## config.mk

```make
export PLATFORM = sky130hd
export DESIGN_NAME = seq_divider
export DESIGN_NICKNAME = d
export VERILOG_FILES = /design/src/rtl/seq_divider.sv
export SDC_FILE = /design/constraint.sdc
export NUM_CORES = 1
export LEC_CHECK = 0
export CAP_MARGIN = 0
export CORE_AREA = 4 4 99 101
export CTS_CLUSTER_DIAMETER = 40
export DETAILED_ROUTE_END_ITERATION = 6
export DIE_AREA = 0 0 103 105
export PLACE_DENSITY_LB_ADDON = 0.15
export SLEW_MARGIN = 0
export SYNTH_ARGS = -nofsm -noshare
export SYNTH_HDL_FRONTEND = slang
export SYNTH_SLANG_ARGS = --single-unit
```

## constraint.sdc

```tcl
create_clock -name clk -period 3.2 [get_ports clk]
set_clock_uncertainty 0.05 [all_clocks]
set_input_delay 0.32 -clock clk [delete_from_list [all_inputs] [get_ports clk]]
set_output_delay 0.32 -clock clk [all_outputs]
set_load 0.01 [all_outputs]
```

## src/rtl/seq_divider.sv

```systemverilog
// seq_divider: iterative unsigned restoring divider. It produces one quotient
// bit per clock.
//
// Operands are accepted on a valid/ready handshake. The result is held on a
// second valid/ready handshake until the consumer takes it.
//
// Ports:
//   clk, rst       clock; asynchronous active-high reset
//   in_valid       operands on in_dividend/in_divisor are valid
//   in_ready       divider idle (decoded from state only)
//   in_dividend    unsigned dividend
//   in_divisor     unsigned divisor
//   out_valid      quot_out/rem_out/div_zero_out hold a result
//   out_ready      consumer accepts the result
//   quot_out       unsigned quotient (all ones on divide-by-zero)
//   rem_out        unsigned remainder (dividend on divide-by-zero)
//   div_zero_out   result came from a divide-by-zero request
module seq_divider #(
  parameter int WIDTH = 16,
  parameter int CW    = 5
) (
  input  logic             clk,
  input  logic             rst,
  input  logic             in_valid,
  output logic             in_ready,
  input  logic [WIDTH-1:0] in_dividend,
  input  logic [WIDTH-1:0] in_divisor,
  output logic             out_valid,
  input  logic             out_ready,
  output logic [WIDTH-1:0] quot_out,
  output logic [WIDTH-1:0] rem_out,
  output logic             div_zero_out
);

  typedef enum logic [1:0] {IDLE, CALC, DONE} state_t;

  state_t           state;
  logic [WIDTH-1:0] rem;   // partial remainder
  logic [WIDTH-1:0] quo;   // dividend shifts out the top, quotient bits enter the bottom
  logic [WIDTH-1:0] dvs;
  logic [CW-1:0]    cnt;

  logic [WIDTH:0]   trial, diff;
  logic [WIDTH-1:0] rem_nxt, quo_nxt;

  // The partial remainder stays below the divisor, so trial < 2*divisor.
  // A non-negative difference therefore always fits in WIDTH bits.
  // A negative one leaves trial < divisor, so restoring also fits.
  always_comb begin
    trial = {rem, quo[WIDTH-1]};
    diff  = trial - {1'b0, dvs};
    if (!diff[WIDTH]) begin
      rem_nxt = diff[WIDTH-1:0];
      quo_nxt = {quo[WIDTH-2:0], 1'b1};
    end else begin
      rem_nxt = trial[WIDTH-1:0];
      quo_nxt = {quo[WIDTH-2:0], 1'b0};
    end
  end

  assign in_ready = (state == IDLE);

  always_ff @(posedge clk or posedge rst) begin
    if (rst) begin
      state        <= IDLE;
      rem          <= '0;
      quo          <= '0;
      dvs          <= '0;
      cnt          <= '0;
      quot_out     <= '0;
      rem_out      <= '0;
      div_zero_out <= 1'b0;
      out_valid    <= 1'b0;
    end else begin
      case (state)
        IDLE: begin
          if (in_valid) begin
            if (in_divisor != '0) begin
              quo   <= in_dividend;
              dvs   <= in_divisor;
              rem   <= '0;
              cnt   <= '0;
              state <= CALC;
            end else begin
              quot_out     <= '1;
              rem_out      <= in_dividend;
              div_zero_out <= 1'b1;
              out_valid    <= 1'b1;
              state        <= DONE;
            end
          end
        end
        CALC: begin
          rem <= rem_nxt;
          quo <= quo_nxt;
          cnt <= cnt + 1'b1;
          if (cnt == CW'(WIDTH - 1)) begin
            quot_out     <= quo_nxt;
            rem_out      <= rem_nxt;
            div_zero_out <= 1'b0;
            out_valid    <= 1'b1;
            state        <= DONE;
          end
        end
        DONE: begin
          if (out_ready) begin
            out_valid <= 1'b0;
            state     <= IDLE;
          end
        end
        default: state <= IDLE;
      endcase
    end
  end

endmodule
```

Word-level counts from Yosys, hierarchy flattened
Cells that the tools add are included.
{ "totals": {"ff_bits": 89, "inputBits": 36, "out_inout_bits": 35, "wordCells": 59} }
{ "op_classes": {"add_sub_neg": 2, "eq_ne": 8, "n_mux": 31, "n_reduce_logical": 9} }
{ "op_table": {"columns": ["op", "n"], "rows": [
  ["2-to-1 mux 16 bit", 11],
  ["case mux 16 bit (2 select lines)", 4],
  ["subtractor 17 x 16 -> 17 bit", 1],
  ["nonzero test 16 bit", 1],
  ["2-to-1 mux 5 bit", 2],
  ["case mux 5 bit (2 select lines)", 1],
  ["AND reduction 3 bit", 3],
  ["2-to-1 mux 2 bit", 4],
  ["!= test 2 bit, second input constant", 4],
  ["2-to-1 mux 1 bit", 6],
  ["case mux 2 bit (3 select lines)", 1],
  ["adder 5 x 1 -> 5 bit, second input constant", 1],
  ["equality test 5 x 4 -> 1 bit, second input constant", 1],
  ["AND reduction 5 bit", 1],
  ["AND reduction 4 bit", 1],
  ["case mux 1 bit (3 select lines)", 1],
  ["nonzero test 3 bit", 1],
  ["equality test 2 x 1 -> 1 bit, second input constant", 1],
  ["equality test 2 bit, second input constant", 1],
  ["zero test 2 bit", 1],
  ["!= test 2 x 1 -> 1 bit, second input constant", 1],
  ["case mux 1 bit (2 select lines)", 1],
  ["nonzero test 2 bit", 1]
]} }

Depth between registers and ports, before layout
Gate-level depths: netlist of the first run.
{ "logic_depth": {"depth_word": 4, "depth_mapped": 11, "mapped_depth_nobuf": 10} }

Worst setup path before layout of the first run
No wires, ideal clock.
{ "synth_timing": {"kind": "register -> register", "startpoint": "register quo[15]", "endpoint": "register rem_out[9]", "setup_ps": 141, "arrival_ps": 2451, "required_time_ps": 3009, "path_slack_ps": 558, "stages_incl_launch_ff": 12, "path_buffers": 1, "synth_period_minus_slack_ps": 2642, "path_cell_list": "dfrtp_1 inv_1 ha_1 fa_1 nand2b_1 a21oi_2 o21ai_2 a21oi_4 xor2_4 buf_6 mux2i_1 a31oi_1"} }
{ "synth_between": {"elab_chain_len": 4} }
{ "synth_lines": {"columns": ["element", "line", "source"], "rows": [
  ["start, declared", "39", "logic [WIDTH-1:0] quo;"],
  ["start signal, assigned", "79", "quo <= in_dividend;"],
  ["start signal, assigned", "95", "quo <= quo_nxt;"],
  ["subtractor 17 x 16 -> 17 bit", "51", "diff = trial - {1'b0, dvs};"],
  ["2-to-1 mux 16 bit", "52", "if (!diff[WIDTH]) begin"],
  ["2-to-1 mux 16 bit", "97", "if (cnt == CW'(WIDTH - 1)) begin"],
  ["case mux 16 bit (2 select lines)", "75", "case (state)"],
  ["end signal, assigned", "86", "rem_out <= in_dividend;"],
  ["end signal, assigned", "99", "rem_out <= rem_nxt;"],
  ["end, declared", "31", "output logic [WIDTH-1:0] rem_out,"]
]} }
Every way passes these cells. The select of a mux whose other input is x is not followed.
A chain may end at the register's enable or synchronous reset.

Final worst setup path of the first run
{ "layout_timing": {"startpoint": "register quo[15]", "endpoint": "register rem[3]"} }
{ "layout_between": {"elab_chain_len": 3} }
{ "layout_lines": {"columns": ["element", "line", "source"], "rows": [
  ["subtractor 17 x 16 -> 17 bit", "51", null],
  ["2-to-1 mux 16 bit", "52", null],
  ["case mux 16 bit (2 select lines)", "75", null],
  ["end signal, assigned", "94", "rem <= rem_nxt;"],
  ["end, declared", "38", "logic [WIDTH-1:0] rem;"]
]} }
Every way passes these cells.

==> key figures, run 1 <==
Pwr
  • Sequential share of power: 0.293
  • Combinational power share: 0.607
  • Tot Pwr: 7.16 mW
  • P per Cell Area: 1230 nW/um^2
  • Peak supply drop: 500 uV
  • Sw frac: 0.442
  • Cell Int Power: about 4 mW
  • P_sw: 3.16 mW
  • Pleak: 2.52 nW
  • Clock Power Share: 0.100

Detailed routing
  • Drt pass-1 iters: 5
  • DRC: 0
  • Post-route ant nets: 0
  • Vias post-DR: 4181
  • Initial DRC Count: about 240
  • Routed length per placed instance: ~17 um
  • Total routed wirelength: 12.0 mm
  • Vias per cell: 6.02

Floorplan
  • I/O pins: slightly above 70
  • Initial Util: 0.530
  • Die H: 105 um
  • Total die area: 10800 sq um
  • Core box area: 9020 sq um
  • Die width: approximately 100 um
  • FP Rows: 35

Global routing
  • Vias in the first global route: 4104
  • Initial antenna violation count: 0
  • Total GRT Usage: 0.228
  • Global-route wire length before repair: 19.7 mm
  • Pin count of the biggest net entering global routing: 51
  • Grt total ovfl: 0

STA
  • Final min period: approximately 3 ns
  • Fmax: 341 MHz
  • Tcrit/Tclk final: 0.917
  • Hold slack: 0.327 ns
  • Final Hold Violating Endpoints: 0
  • Normalized max-slew margin: 0.463
  • Setup TNS: 0 ns
  • Worst Setup Slack, final: 0.265 ns
  • Tightest Pin Transition: between 0.8 and 0.9 ns
  • Setup violation total in the final timing report: 0
  • Pins Over Slew Limit: 0
  • Unrepaired setup endpoints after global routing: no

Status
  • Run status: finished clean

Clocking
  • H-tree levels: 3
  • CTS tree: done
  • Postcts setup bufs: 0
  • Clock sinks: 89
  • Clock root cell: clkbuf_8
  • Insertion delay to the later sink of the worst-skew pair: between 0.3 and 0.4 ns
  • Hold Buf Count CTS: 0
  • Clk slew on worst S/H paths: 0.10 ns
  • Post-cts resize count: 0
  • Clock Path Buffers: 2
  • Total CTS buffers: 9

Synth
  • Dominant synthesized flop cell: dfrtp_1
  • Yosys warns: 0
  • Top cells by area, synth: dfrtp_1, nand2_1, o21ai_0
  • #FFs+latches synth: 89
  • Seq/Total Area, Yosys: 0.466
  • Post-Syn Instances: 509
  • Top cell type's share of synthesized area: 0.466
  • Syn_area_per_cell: ~9.4 sq um
  • Cell taking the most area after synthesis: dfrtp_1
  • Cell Area, Synth: 4780 sq um
  • Mapped Nets: 564
  • Number of flops mapped to enable cells by yosys: 0
  • Number of distinct library cells after synthesis: about 60
  • Post-synth ARST share: 1.00

Critical path
  • Crit path max fanout: 8
  • Critical Path AT: 3.09 ns
  • R2R depth: 11
  • Worst endpoint required time: around 3.4 ns
  • Reg-to-Reg Start: quo[15]
  • CP Launch Type: register
  • Crit path from: quo[15]
  • Crit end category: register
  • Crit path kind: register to register

Placement
  • Count of buffers from port buffering: 70
  • Cells after DPL: 679
  • Placer Congestion: 0.849
  • Setup slack at placement: 0.272 ns
  • Post-DP HPWL: around 9.0 mm

Layout
  • Diodes inserted: 0
  • Share of layout cells above drive strength 1: 0.0788
  • Commonest non-fill, non-tap cell in the layout: dfrtp_1
  • Most frequent cells in the layout: dfrtp_1, nand2_1, clkdlybuf4s50_1
  • Non-Filler Instances: 695
  • Fillers: 766
  • Layout Nets: approximately 630
  • Area Overhead vs Synth: 22.0%

Job
  • Max cap viols: 0

Worst hold path
  • Hold Crit Class: input pin to asynchronous set/reset pin
cell usage after synthesis, types with 4 or more instances:
cell type / number
dfrtp_1: 89
nand2_1: 75
o21ai_0: 51
nor2_1: 30
clkbuf_1: 27
a31oi_1: 22
inv_1: 21
a21oi_1: 18
ha_1: 18
o22a_1: 16
nand3_1: 13
mux2i_1: 12
o21a_1: 11
a21o_1: 7
nand2b_1: 6
nor2b_1: 6
nor3_1: 6
or4_1: 6
nand4_1: 5
o32a_1: 5
xnor2_1: 5
nor4_1: 4
o31ai_1: 4
or3_1: 4
xor2_1: 4
sequential cells by signal, indices dropped and copies added, names as in the netlist:
signal and flops:
out_valid 1, dvs 16, cnt 5, rem_out 16, quo 16, quot_out 16, div_zero_out 1, rem 16
state 2
metrics by stage:
step / util / cell area (sq um)
after floorplan: - / 4780
final: 0.646 / 5830
after global routing: 0.646 / 5830
after global placement: 0.627 / 5650
after detailed placement: 0.627 / 5650
after CTS: 0.646 / 5830
critical path: stages (launching register included):
cell and delay, ns:
dfrtp_1 0.37, inv_1 0.05, ha_1 0.22, fa_1 0.41
nand2b_1 0.19, a21oi_2 0.22, o21ai_2 0.13, a21oi_4 0.33
xor2_4 0.17, buf_4 0.21, mux2i_1 0.30, o21ai_0 0.13
routing by layer:
layer	vias up	global-route usage	wire, um
li1	1978	-	-
met1	2022	0.307	5100
met4	0	0.0897	256
met3	22	0.0327	866
met2	159	0.367	5810
met5	-	0	0
worst paths after layout:
kind / slack, ns / to
max: 0.27 / rem[3]
max reg2reg: 0.27 / rem[3]
min: 0.33 / quot_out[2]
min reg2reg: 0.45 / div_zero_out
max in group asynchronous: 2.07 / rem[11]
min in group clk: 0.45 / div_zero_out
power by group through the flow:
stage	sequential, mW	clock [mW]	combinational, mW
6_report	2.10	0.719	4.35
3_3_place_gp	2.10	0	4.21
4_1_cts	2.09	0.735	4.34
3_5_place_dp	2.12	0	4.32
2_1_floorplan	2.07	0	3.06
5_1_grt	2.16	0.787	4.80
cells by family after synthesis:
group | Yosys count | share of synthesized area
and+or+nand+nor | 165 | 0.159
AOI/OAI and AO/OA | 163 | 0.228
DFF | 89 | 0.466
buffers and inverters | 49 | 0.0400
adders and majority gates | 19 | 0.0513
muxes | 13 | 0.0275
xor gates and xnor gates | 11 | 0.0280
cell type report:
cell class	count	area, sq um	area share
multi-input cells	371	2370	0.406
well taps	111	139	0.0238
flip-flops and latches	89	2230	0.382
clock buffers	10	128	0.0219
inverters	21	80.1	0.0137
repair buffers	87	841	0.144
clock inverters	6	50.0	0.00858
(Power assumes the default switching activity.)
==> run 2, diff against run 1 <==
--- a/config.mk
+++ b/config.mk
@@ -15,3 +15,4 @@
 export SYNTH_ARGS = -nofsm -noshare
 export SYNTH_HDL_FRONTEND = slang
 export SYNTH_SLANG_ARGS = --single-unit
+export TNS_END_PERCENT = 5
==> results of run 2 <==
The final DEF is identical to that of run 1; final timing and power are the same.
==> run 3, diff against run 2 <==
--- a/config.mk
+++ b/config.mk
@@ -6,13 +6,14 @@
 export NUM_CORES = 1
 export LEC_CHECK = 0
 export CAP_MARGIN = 0
-export CORE_AREA = 4 4 99 101
+export CELL_PAD_IN_SITES_DETAIL_PLACEMENT = 1
+export CELL_PAD_IN_SITES_GLOBAL_PLACEMENT = 1
+export CORE_AREA = 4 4 112 114
 export CTS_CLUSTER_DIAMETER = 40
 export DETAILED_ROUTE_END_ITERATION = 6
-export DIE_AREA = 0 0 103 105
+export DIE_AREA = 0 0 116 118
 export PLACE_DENSITY_LB_ADDON = 0.15
 export SLEW_MARGIN = 0
 export SYNTH_ARGS = -nofsm -noshare
 export SYNTH_HDL_FRONTEND = slang
 export SYNTH_SLANG_ARGS = --single-unit
-export TNS_END_PERCENT = 5
==> constraint.sdc (replaced) <==
create_clock -name clk -period 3.2 [get_ports clk]
set_clock_uncertainty 0.05 [all_clocks]
set_input_delay 0.96 -clock clk [delete_from_list [all_inputs] [get_ports clk]]
set_output_delay 0.96 -clock clk [all_outputs]
set_load 0.01 [all_outputs]
==> key figures, run 3 (same netlist as run 1, synthesis figures left out) <==
Status
  • Run status: finished clean

Clocking
  • Clock Path Buffers: 2
  • Clock root cell: clkbuf_16
  • Hold Buf Count CTS: 0
  • H-tree levels: 3
  • Clock sinks: 89
  • Total CTS buffers: 9
  • Clk slew on worst S/H paths: roughly 0.060 ns
  • Insertion delay to the later sink of the worst-skew pair: 0.34 ns
  • CTS tree: done

Layout
  • Share of layout cells above drive strength 1: 0.0901
  • Fin util: 0.536
  • Fillers: 1349
  • Most frequent cells in the layout: dfrtp_1, nand2_1, clkdlybuf4s50_1
  • Layout Nets: 638
  • Non-Filler Instances: 731
  • Commonest non-fill, non-tap cell in the layout: dfrtp_1
  • Diodes inserted: 0
  • Design Area, Final: 6120 sq um
  • Area Overhead vs Synth: 28.0%

STA
  • Worst Setup Slack, final: 0.164 ns
  • Tightest Pin Transition: roughly 0.59 ns
  • Setup TNS: 0 ns
  • Fmax: 329 MHz
  • Unrepaired setup endpoints after global routing: no
  • Setup violation total in the final timing report: 0
  • Final min period: around 3.0 ns
  • Pins Over Slew Limit: 0
  • Hold slack: 0.445 ns
  • Final Hold Violating Endpoints: 0
  • Normalized max-slew margin: 0.603
  • Tcrit/Tclk final: 0.949

Pwr
  • Pleak: 2.63 nW
  • P per Cell Area: 1320 nW/um^2
  • Peak supply drop: 699 uV
  • Tot Pwr: 8.08 mW

Global routing
  • Grt total ovfl: 0
  • Global-route wire length before repair: 22.8 mm
  • Pin count of the biggest net entering global routing: 90
  • Vias in the first global route: ~4400
  • M3 GR Usage: 0.0211
  • Busiest grt layer: met2
  • Initial antenna violation count: 0
  • Total GRT Usage: 0.209
  • Met1 usage: 0.284
  • Met2 Track Usage GR: 0.351

Worst hold path
  • Hold Crit Class: register to register

Placement
  • Placed Area: 5760 sq um
  • Setup slack at placement: -0.137 ns
  • Count of buffers from port buffering: 70
  • Placer Congestion: 0.897
  • Post-DP HPWL: about 10 mm
  • Cells after DPL: 714

Detailed routing
  • Vias post-DR: 4172
  • Drt pass-1 iters: 4
  • DRC: 0
  • Routed length per placed instance: 19.1 um
  • Post-route ant nets: 0
  • Vias per cell: 5.71
  • Initial DRC Count: about 180
  • Total routed wirelength: 14.0 mm

Critical path
  • Crit path max fanout: 11
  • Critical Path AT: 3.21 ns
  • Crit end category: register
  • CP Launch Type: register
  • Worst endpoint required time: about 3.4 ns
  • Crit path kind: register to register

Floorplan
  • Initial Util: 0.419
  • Die width: 116 um
  • Total die area: 13700 sq um
  • Core box area: 11400 sq um
  • I/O pins: 71
  • FP Rows: 39
  • Die H: approximately 120 um

Job
  • Max cap viols: 0
run 3: cell count changes in the layout (fill, tap and decap cells not counted), sizes merged:
cell | previous run | this run
clkinvlp | 2 | 1
clkinv | 3 | 2
buf | 17 | 21
clkbuf | 10 | 11
bufinv | 0 | 3
inv | 22 | 20
run 3: where the power goes:
group	internal, mW	leakage (nW)	switching, mW
Clock	0.764	0.164	0.443
Combinational	2.22	1.41	2.55
Sequential	1.69	1.05	0.415
Total	4.67	2.63	3.41
run 3: what timing repair did:
item | 4_1_cts | 5_1_grt
endpoints found under the setup margin | 0 | 14
gates resized for setup | 0 | 5
setup buffers | 0 | 1
run 3: worst max-delay path, cell delays in order, from the launching register on:
cell and delay (ns):
dfrtp_1 0.41, ha_1 0.26, fa_1 0.42, nand2b_1 0.21
a21oi_4 0.19, o21ai_2 0.13, a21oi_4 0.35, xor2_4 0.22
buf_12 0.18, mux2i_1 0.12, o32a_1 0.35
run 3: final cells by class:
type	instances	area, sq um	area share
Multi-Input combinational cell	371	2390	0.390
Inverter	21	82.6	0.0135
Clock inverter	5	104	0.0170
Sequential cell	89	2230	0.364
Tap cell	143	179	0.0292
Clock buffer	11	233	0.0380
Timing Repair Buffer	91	908	0.148
run 3: path summary, 6_finish.rpt:
path	startpoint	to	slack [ns]	depth (start not counted)
setup / recovery	dvs[0]	rem_out[1]	0.16	10
hold / removal	div_zero_out	div_zero_out	0.44	1
setup reg to reg	dvs[0]	rem_out[1]	0.16	10
hold reg to reg	div_zero_out	div_zero_out	0.44	1
max in group asynchronous	rst	cnt[0]	1.67	3
min in group asynchronous	rst	quot_out[3]	1.04	3
run 3: layer usage:
layer,up-vias,wire length [um],part of all wire
met5,-,0,0
met4,0,180,0.013
met3,15,407,0.029
met2,73,6980,0.50
met1,2089,6420,0.46
li1,1995,-,-
